===== src/rtl/array_order_check.sv =====
// Scans an external array through a combinational read port and reports whether it is ordered.
// Define ORDER_CHECK_COUNT_EN to scan the full array and count every inverted adjacent pair.
module array_order_check #(
   parameter int WIDTH      = 32,
   parameter int ADDR_WIDTH = 8,
   parameter bit SIGNED     = 1'b0
) (
   input  logic                  clock,
   input  logic                  reset,
   input  logic                  go,
   input  logic [ADDR_WIDTH-1:0] length,
   input  logic [1:0]            mode,
   output logic [ADDR_WIDTH-1:0] rd_addr,
   input  logic [WIDTH-1:0]      rd_data,
   output logic                  busy,
   output logic                  done,
   output logic                  sorted,
   output logic [ADDR_WIDTH-1:0] inv_index,
   output logic [ADDR_WIDTH-1:0] inv_count
);

   typedef enum logic [2:0] {
      S_IDLE  = 3'd0,
      S_ARM   = 3'd1,
      S_FIRST = 3'd2,
      S_SCAN  = 3'd3,
      S_DONE  = 3'd4
   } state_t;

   state_t                state_q, state_d;
   logic [ADDR_WIDTH-1:0] len_q, len_d;
   logic [1:0]            mode_q, mode_d;
   logic [ADDR_WIDTH-1:0] idx_q, idx_d;
   logic [WIDTH-1:0]      prev_q, prev_d;
   logic                  sorted_q, sorted_d;
   logic [ADDR_WIDTH-1:0] inv_index_q, inv_index_d;
   logic                  found_q, found_d;
   logic                  busy_q, busy_d;
   logic                  done_q, done_d;
   logic [ADDR_WIDTH-1:0] rd_addr_q, rd_addr_d;
   logic                  inv;
`ifdef ORDER_CHECK_COUNT_EN
   logic [ADDR_WIDTH-1:0] cnt_q, cnt_d;
`endif

   // One extra bit lets a single signed comparator serve both signed and unsigned elements.
   function automatic logic is_inverted(input logic [WIDTH-1:0] a, input logic [WIDTH-1:0] b,
                                        input logic [1:0] m);
      logic signed [WIDTH:0] ea;
      logic signed [WIDTH:0] eb;
      logic                  lt;
      logic                  eq;
      logic                  r;
      ea = SIGNED ? {a[WIDTH-1], a} : {1'b0, a};
      eb = SIGNED ? {b[WIDTH-1], b} : {1'b0, b};
      lt = (ea < eb);
      eq = (a == b);
      case (m)
         2'b00:   r = !lt && !eq;
         2'b10:   r = !lt;
         2'b01:   r = lt;
         default: r = lt || eq;
      endcase
      return r;
   endfunction

   assign inv = is_inverted(prev_q, rd_data, mode_q);

   always_comb begin
      state_d     = state_q;
      len_d       = len_q;
      mode_d      = mode_q;
      idx_d       = idx_q;
      prev_d      = prev_q;
      sorted_d    = sorted_q;
      inv_index_d = inv_index_q;
      found_d     = found_q;
`ifdef ORDER_CHECK_COUNT_EN
      cnt_d       = cnt_q;
`endif
      case (state_q)
         S_IDLE, S_DONE: begin
            if (go) begin
               state_d     = S_ARM;
               sorted_d    = 1'b0;
               inv_index_d = '0;
               found_d     = 1'b0;
`ifdef ORDER_CHECK_COUNT_EN
               cnt_d       = '0;
`endif
            end
         end
         S_ARM: begin
            len_d       = length;
            mode_d      = mode;
            sorted_d    = 1'b0;
            inv_index_d = '0;
            found_d     = 1'b0;
            idx_d       = '0;
`ifdef ORDER_CHECK_COUNT_EN
            cnt_d       = '0;
`endif
            if (!go) begin
               if (length < ADDR_WIDTH'(2)) begin
                  state_d  = S_DONE;
                  sorted_d = 1'b1;
               end else begin
                  state_d = S_FIRST;
               end
            end
         end
         S_FIRST: begin
            prev_d  = rd_data;
            idx_d   = ADDR_WIDTH'(1);
            state_d = S_SCAN;
         end
         S_SCAN: begin
            prev_d = rd_data;
            if (inv) begin
               found_d = 1'b1;
               if (!found_q) inv_index_d = idx_q;
`ifdef ORDER_CHECK_COUNT_EN
               if (cnt_q != '1) cnt_d = cnt_q + 1'b1;
`endif
            end
`ifndef ORDER_CHECK_COUNT_EN
            if (inv) begin
               state_d  = S_DONE;
               sorted_d = 1'b0;
            end else
`endif
            if (idx_q == len_q - 1'b1) begin
               state_d  = S_DONE;
               sorted_d = !(found_q || inv);
            end else begin
               idx_d = idx_q + 1'b1;
            end
         end
         default: state_d = S_IDLE;
      endcase
   end

   // Outputs are decoded from the next state so they come straight from flops.
   always_comb begin
      busy_d    = (state_d == S_ARM) || (state_d == S_FIRST) || (state_d == S_SCAN);
      done_d    = (state_d == S_DONE);
      rd_addr_d = (state_d == S_SCAN) ? idx_d : '0;
   end

   always_ff @(posedge clock or posedge reset) begin
      if (reset) begin
         state_q     <= S_IDLE;
         len_q       <= '0;
         mode_q      <= '0;
         idx_q       <= '0;
         prev_q      <= '0;
         sorted_q    <= 1'b0;
         inv_index_q <= '0;
         found_q     <= 1'b0;
         busy_q      <= 1'b0;
         done_q      <= 1'b0;
         rd_addr_q   <= '0;
`ifdef ORDER_CHECK_COUNT_EN
         cnt_q       <= '0;
`endif
      end else begin
         state_q     <= state_d;
         len_q       <= len_d;
         mode_q      <= mode_d;
         idx_q       <= idx_d;
         prev_q      <= prev_d;
         sorted_q    <= sorted_d;
         inv_index_q <= inv_index_d;
         found_q     <= found_d;
         busy_q      <= busy_d;
         done_q      <= done_d;
         rd_addr_q   <= rd_addr_d;
`ifdef ORDER_CHECK_COUNT_EN
         cnt_q       <= cnt_d;
`endif
      end
   end

   assign busy      = busy_q;
   assign done      = done_q;
   assign sorted    = sorted_q;
   assign inv_index = inv_index_q;
   assign rd_addr   = rd_addr_q;
`ifdef ORDER_CHECK_COUNT_EN
   assign inv_count = cnt_q;
`else
   assign inv_count = {{(ADDR_WIDTH-1){1'b0}}, found_q};
`endif

endmodule


===== config.mk =====
export PLATFORM = sky130hd
export DESIGN_NAME = array_order_check
export DESIGN_NICKNAME = d
export VERILOG_FILES = /design/src/rtl/array_order_check.sv
export SDC_FILE = /design/constraint.sdc
export NUM_CORES = 1
export LEC_CHECK = 0
export CAP_MARGIN = 20
export CORE_ASPECT_RATIO = 1.5
export CORE_UTILIZATION = 61
export CTS_CLUSTER_SIZE = 8
export DETAILED_ROUTE_END_ITERATION = 6
export DONT_BUFFER_PORTS = 1
export GPL_ROUTABILITY_DRIVEN = 0
export HOLD_SLACK_MARGIN = 0.08
export PLACE_DENSITY = 0.77
export SYNTH_ARGS = -nofsm -noshare
export SYNTH_HDL_FRONTEND = slang
export SYNTH_SLANG_ARGS = --single-unit

===== constraint.sdc =====
create_clock -name clock -period 5.82 [get_ports clock]
set_clock_uncertainty 0.2 [all_clocks]
set_input_delay 1.746 -clock clock [delete_from_list [all_inputs] [get_ports clock]]
set_output_delay 1.746 -clock clock [all_outputs]
set_load 0.05 [all_outputs]

* Word level (Yosys, flattened, before mapping)
Index checks and enable logic that the tools add are counted.
Word-level totals: input port bits 45, output and inout bits 27, register bits 73
Cells by class: reductions and logical operators 16, magnitude comparators 2, add/subtract/negate cells 2, muxes and demuxes 23, eq/ne operators 16
Operators by type and width (count):
- 2-to-1 mux 8 bit | 6
- case mux 8 bit (3 select lines) | 2
- equality test 32 bit | 1
- < comparator 32 bit | 1
- 2-to-1 mux 3 bit | 5
- equality test 3 x 2 -> 1 bit (second input constant) | 4
- case mux 3 bit (4 select lines) | 1
- case mux 1 bit (3 select lines) | 3
- adder 8 x 1 -> 8 bit (second input constant) | 1
- equality test 8 bit | 1
- < comparator 8 x 2 -> 1 bit (second input constant) | 1
- subtractor 8 x 1 -> 8 bit (second input constant) | 1
- equality test 3 x 1 -> 1 bit (second input constant) | 2
- equality test 3 bit (second input constant) | 2
- 2-to-1 mux 1 bit | 6
- inequality test 2 bit (second input constant) | 3
- AND reduction 3 bit | 2
- logical OR 1 bit | 4
- AND reduction 4 bit | 1
- OR reduction 2 bit | 2
- zero test 1 bit | 3
- zero test 3 bit | 1
- inequality test 3 bit (second input constant) | 1
- nonzero test 3 bit | 1
- other kinds (4) | 4

* Longest topological paths before layout
Gate-level depths: netlist of the first run.
depth after elaboration 9, mapped depth 12

* Worst setup path before layout of the first run
No wires, ideal clock.
path type input-to-reg, from input port rd_data[17], to register rd_addr_q[5] (netlist: rd_addr[5]), path buffers 1, stages 11, required time 5.538 ns, data arrival time 4.008 ns, path slack 1.531 ns, path through inv_1 > ha_1 > a21oi_2 > o21ai_1 > a221o_1 > a2111o_1 > a2bb2oi_1 > o21ai_2 > buf_4 > mux2_4 > a31oi_1
Between the ends: longest elaborated chain between the ends 8, elaborated cells between the ends (all ways) 13, classes of those cells order compare: 1; eq/ne: 2; mux: 6; reduce/logical: 4
RTL lines:
- from (decl) | RTL line 14 | input logic [WIDTH-1:0] rd_data,
- < comparator 32 bit / equality test 32 bit (equally long branches) | RTL line 56, 57
- zero test 1 bit (on tied branches) | RTL line 59, 60
- logical AND 1 bit | RTL line 59 | 2'b00: r = !lt && !eq;
- case mux 1 bit (3 select lines) (*) | RTL line 58 | case (m)
- 2-to-1 mux 3 bit | RTL line 127 | if (inv) begin
- case mux 3 bit (4 select lines) | RTL line 81 | case (state_q)
- equality test 3 x 2 -> 1 bit | RTL line 147 | rd_addr_d = (state_d == S_SCAN) ? idx_d : '0;
- 2-to-1 mux 8 bit (*) | RTL line 147
- net rd_addr_d[5] | RTL line 40 | logic [ADDR_WIDTH-1:0] rd_addr_q, rd_addr_d;
- to (signal assigned) | RTL line 177 | rd_addr_q <= rd_addr_d;
- to (decl) | RTL line 40
The timed path passes the listed nets; every way through them passes the cells marked *. A chain may end at the register's enable or synchronous reset.

* Worst setup path in the final report of the first run
Same ends and word-level chain as after synthesis.

==> results of run 1 <==
## logic make-up (layout without fill, tap and decap cells)
kind of cell | Yosys count | after routing | synth area share
DFF | 73 | 73 | 0.450
muxes | 9 | 9 | 0.0259
AOI/OAI and AO/OA | 105 | 105 | 0.166
xor gates and xnor gates | 12 | 12 | 0.0259
adders and majority gates | 34 | 34 | 0.105
and+or+nand+nor | 127 | 127 | 0.157
other | 1 | 7 | 0.000924
buffers and inverters | 64 | 58 | 0.0694
## sequential cells by signal, indices dropped and copies added, names as in the netlist
register and count:
len_q 8, prev_q 32, busy 1, sorted 1, inv_index 8, mode_q 2
found_q 1, state_q 3, idx_q 8, done 1, rd_addr 8
## metrics by stage
step / std cells / total power (uW)
final: 501 / 2260
after global routing: 501 / 2460
after detailed placement: 483 / 1850
after global placement: 483 / 1800
after CTS: 499 / 2250
after floorplan: 431 / 1670
## where the power goes
| group | switching, uW | internal [uW] |
|---|---|---|
| Combinational | 566 | 386 |
| Sequential | 217 | 692 |
| Clock | 185 | 209 |
| Total | 969 | 1290 |
## routing by layer
| layer | wire length (um) | share of wire |
|---|---|---|
| met1 | 3190 | 0.39 |
| met2 | 4600 | 0.56 |
| met3 | 371 | 0.045 |
| met4 | 119 | 0.014 |
| met5 | 0 | 0 |
## cells in the final DEF, fill, tap and decap left out, types with 7 or more instances in the layout
cell      synthesis  routed
dfrtp_1          73      73
nand2_1          54      54
o21ai_0          41      41
inv_1            39      38
ha_1             34      34
nand3_1          16      16
a21oi_1          14      14
nor2_1           13      13
clkbuf_8          0      10
mux2_2            8       8
a32o_1            8       8
a31oi_1           8       8
conb_1            1       7
## critical path: stages
cell	delay, ns
inv_1	0.03
ha_1	0.32
a21oi_2	0.14
o21ai_1	0.07
a221o_1	0.35
a2111o_1	0.46
a2bb2oi_1	0.19
o21ai_2	0.68
mux2_4	0.36
a31oi_1	0.22
## how the worst min path moves through the flow
stage | endpoint | start | cells after the start
2_1_floorplan | prev_q[10] | prev_q[10] | 2
3_3_place_gp | prev_q[20] | prev_q[20] | 2
3_5_place_dp | prev_q[28] | prev_q[28] | 2
4_1_cts | prev_q[4] | prev_q[4] | 2
5_1_grt | prev_q[22] | prev_q[22] | 2
6_report | prev_q[19] | prev_q[19] | 2
## cell type report
class                           instances  area share
Clock buffer                           11      0.0330
Multi-Input combinational cell        294       0.461
Clock inverter                          5      0.0126
Sequential cell                        73       0.426
Inverter                               39      0.0342
Tap cell                               76      0.0222
Timing Repair Buffer                    3      0.0111
==> reports/qor.yml, run 1 <==
outcome: "complete, no violations"
synth_top_area_cell: "dfrtp_1"
crit_end: "rd_addr[5]"
fin_area_um2: 4290
grt_usage: 0.265
post-route-util: 0.666
whs_ns: 0.295
fill_cells: 521
tns_ns: 0
post_cts_buffers: 0
crit_type: "in -> reg"
clk_pin_slew_ns: 0.08
cts_root_buffer: "clkbuf_8"
setup_viol: 0
ys.flop_type: "dfrtp_1"
r2r_cells: 9
grt_util_met3: 0.0759
first_iter_violations: 164
slew_viol_final: 0
post-route-period-util: 0.777
arrival_ns: 4.58
cp.required_ns: 5.88
dieArea_um2: 6990
critPathCaptureType: "register"
globalRouteOverflowTotal: 0
start_kind: "primary input"
worstMarginPinSlew_ns: 0.989
via_per_inst: 6.02
hold_viol: 0
ant_nets: 0
synth_cells: 425
irDropWorstVdd_uv: 302
grt_most_used_layer: "met2"
fin_nets: 499
drt-total-wl_um: 8280
synth-warning-count: 0
synth.most_common_cell: "dfrtp_1"
place_worst_setup_slack_ns: 0.957
area_growth_pct: 5.61
dr.pass1.iters: 4
clk-insertion-delay-late_ns: 0.35
async_flop_share: 1.00
antennaDiodeCount: 0
synth_area_leaders: "dfrtp_1, ha_1, o21ai_0"
drv_cap: 0
hpwlAfterDp_um: 6060
synth_top_area_frac: 0.450
drive_gt1_frac: 0.0941
numCtsBuffers: 9
wl_per_cell_um: 16.5
r2r_start: "prev_q[14]"
ios: 72
postCtsResizedCells: 0
cts.sinks: 73
max-slew-margin-rel: 0.338
register_area_um2: 1830
grt_pass1_vias: 3008
initial_core_util: 0.630
die_w_um: 68.6
vias: 3015
critPathMaxFanout: 23
h-tree-depth: 3
powerDensity_nw_per_um2: 526
portBuffers: 0
fmax_mhz: 221
core_area_um2: 6440
grt_first_pass_wirelength_um: 13400
finalWorstSetupSlack_ns: 1.30
synth_cell_types: 54
syn-cell-area_um2: 4060
rows: 36
tritoncts: "yes"
rsz0062_at_grt: "no"
fp.dieH_um: 102
syn_avg_cell_area_um2: 9.55
ys_seq_elements: 73
met1_usage: 0.284
post_dp_cell_area_um2: 4050
antenna_found_initial: 0
synth_common_cells: "dfrtp_1, nand2_1, o21ai_0"
synth_edf_count: 0
multi_input_area_um2: 1980
r2r_slack_ns: 2.33
clockBufferDepth: 2
cts_hold_buf: 0
grt_use_met2: 0.481
layout_min_cycle_time_ns: 4.52
p_leak_uw: 0.00207
drc: 0
grt_max_degree: 67
startpoint: "rd_data[17]"
r2r-end: "rd_addr[6]"
yosysSeqAreaShare: 0.450
min_path_type: "reg -> reg"
(Power assumes the default switching activity.)
==> inputs of run 2 (changes only) <==
==> constraint.sdc (replaced) <==
create_clock -name clock -period 4.3 [get_ports clock]
set_clock_uncertainty 0.2 [all_clocks]
set_input_delay 1.29 -clock clock [delete_from_list [all_inputs] [get_ports clock]]
set_output_delay 1.29 -clock clock [all_outputs]
set_load 0.05 [all_outputs]
==> reports/qor.yml, run 2 (synthesized netlist as in run 1, its figures left out) <==
r2r_slack_ns: 0.98  # was 2.33 ns
hold_viol: 0  # unchanged
slew_viol_final: 0  # unchanged
tritoncts: "yes"  # unchanged
largest_reg_flops: 32  # unchanged
multi_input_area_um2: 1980  # unchanged
hold-path-endpoint: "prev_q[12]"  # was prev_q[19]
fin_nets: 503  # was 499
start_kind: "primary input"  # unchanged
powerDensity_nw_per_um2: 715  # was 526 nW/um2
setup_viol: 0  # unchanged
outcome: "complete, no violations"  # unchanged
clk_pin_slew_ns: 0.07  # was 0.08 ns
grt_usage: 0.253  # was 0.265
power_switching_uw: 1290  # was 969 uW
rows: 36  # unchanged
grt_pass1_vias: 3000  # was 3008
dr.pass1.iters: 4  # unchanged
cts_root_buffer: "clkbuf_8"  # unchanged
drive_gt1_frac: 0.0981  # was 0.0941
tns_ns: 0  # unchanged
critPathCaptureType: "register"  # unchanged
drc: 0  # unchanged
initial_core_util: 0.630  # unchanged
first_iter_violations: 116  # was 164
post_dp_cell_area_um2: 4100  # was 4050 um2
r2r_start: "prev_q[31]"  # was prev_q[14]
fill_cells: 512  # was 521
cts_hold_buf: 0  # unchanged
cp.required_ns: 4.36  # was 5.88 ns
hpwlAfterDp_um: 6100  # was 6060 um
min_from: "prev_q[12]"  # was prev_q[19]
hold_depth: 2  # unchanged
antennaDiodeCount: 0  # unchanged
fin_area_um2: 4290  # about the same
core_area_um2: 6440  # unchanged
area_growth_pct: 5.76  # was 5.61%
wl_per_cell_um: 15.9  # was 16.5 um
irDropWorstVdd_uv: 467  # was 302 uV
p_clk_frac: 0.175  # about the same
layout_common_cells: "dfrtp_1, nand2_1, o21ai_0, inv_1, ha_1"  # unchanged
drt-total-wl_um: 8020  # was 8280 um
arrival_ns: 3.97  # was 4.58 ns
clk-insertion-delay-late_ns: 0.35  # about the same
rsz0062_at_grt: "no"  # unchanged
switching_share: 0.421  # was 0.429
globalRouteOverflowTotal: 0  # unchanged
antenna_found_initial: 0  # unchanged
max-slew-margin-rel: 0.310  # was 0.338
internal-power_uw: 1780  # was 1290 uW
numCtsBuffers: 9  # unchanged
r2r-end: "rd_addr[4]"  # was rd_addr[6]
clockBufferDepth: 2  # unchanged
register_area_um2: 1830  # unchanged
drv_cap: 0  # unchanged
die_w_um: 68.6  # unchanged
pwr-share-comb: 0.425  # was 0.422
vias: 3008  # was 3015
cts.sinks: 73  # unchanged
via_per_inst: 5.97  # was 6.02
ant_nets: 0  # unchanged
worstMarginPinSlew_ns: 1.03  # was 0.989 ns
critPathMaxFanout: 14  # was 23
grt_max_degree: 67  # unchanged
post-route-period-util: 0.911
min_path_type: "reg -> reg"  # unchanged
dieArea_um2: 6990  # unchanged
postCtsResizedCells: 0  # unchanged
layout_min_cycle_time_ns: 3.92
p_leak_uw: 0.00207  # about the same
post_cts_buffers: 0  # unchanged
h-tree-depth: 3  # unchanged
r2r_cells: 9  # unchanged
p_seq_frac: 0.401  # was 0.403
grt_first_pass_wirelength_um: 12900  # was 13400 um
final_common_cell: "dfrtp_1"  # unchanged
portBuffers: 0  # unchanged
crit_type: "in -> reg"  # unchanged
ios: 72  # unchanged
fmax_mhz: 255
fp.dieH_um: 102  # unchanged
regMostFlops: "prev_q"  # unchanged
run 2: cell types whose count changed in the layout (fill, tap and decap cells not counted):
cell        before  now
clkinv_2         3    0
buf_4            1    7
clkbuf_8        10   11
clkbuf_1         1    2
buf_12           2    0
inv_6            1    0
clkinvlp_4       0    1
run 2: stage by stage:
step,setup WS (ns),util,hold WS [ns],instances,power [uW]
global placement,0.0625,0.636,0.267,489,2480
detailed placement,0.00680,0.636,0.279,489,2540
global route,0.138,0.666,0.317,504,3340
finish,0.383,0.666,0.293,504,3070
floorplan,0.467,-,0.254,431,2260
CTS,0.350,0.666,0.296,504,3090
run 2: worst max path at each step:
stage	endpoint	slack, ns	startpoint	depth (start not counted)
detailed placement	rd_addr[4]	0.007	rd_data[30]	10
CTS	rd_addr[4]	0.35	rd_data[30]	10
global route	idx_q[7]	0.14	rd_data[27]	11
finish	rd_addr[4]	0.38	rd_data[30]	10
floorplan	rd_addr[5]	0.47	rd_data[17]	11
global placement	rd_addr[4]	0.06	rd_data[30]	10
run 2: worst max-delay path, stage by stage:
cell and delay, ns:
inv_1 0.04, ha_1 0.29, nand4_1 0.15, nor4_1 0.50
nand3_1 0.17, or2_1 0.25, a2bb2oi_1 0.28, o21ai_2 0.24
or4_1 0.56, a31oi_1 0.22
run 2: area by class of cell:
| type | count | share of cell area |
|---|---|---|
| Inverter | 39 | 0.0341 |
| Timing Repair Buffer | 7 | 0.0122 |
| Clock inverter | 2 | 0.00874 |
| Clock buffer | 13 | 0.0370 |
| Multi-Input combinational cell | 294 | 0.460 |
| Sequential cell | 73 | 0.426 |
| Tap cell | 76 | 0.0222 |
run 2: routing by layer:
layer / vias to the layer above / global-route usage / part of all wire
met4: 0 / 0.123 / 0.024
met2: 77 / 0.439 / 0.53
met3: 14 / 0.0737 / 0.052
li1: 1474 / - / -
met1: 1443 / 0.272 / 0.40
met5: - / 0 / 0
run 2: power by group through the flow:
stage / Combinational (uW) / Clock, uW / Sequential [uW]
2_1_floorplan: 1110 / 0 / 1150
3_3_place_gp: 1250 / 0 / 1230
3_5_place_dp: 1300 / 0 / 1240
4_1_cts: 1310 / 551 / 1230
5_1_grt: 1500 / 579 / 1260
6_report: 1300 / 536 / 1230
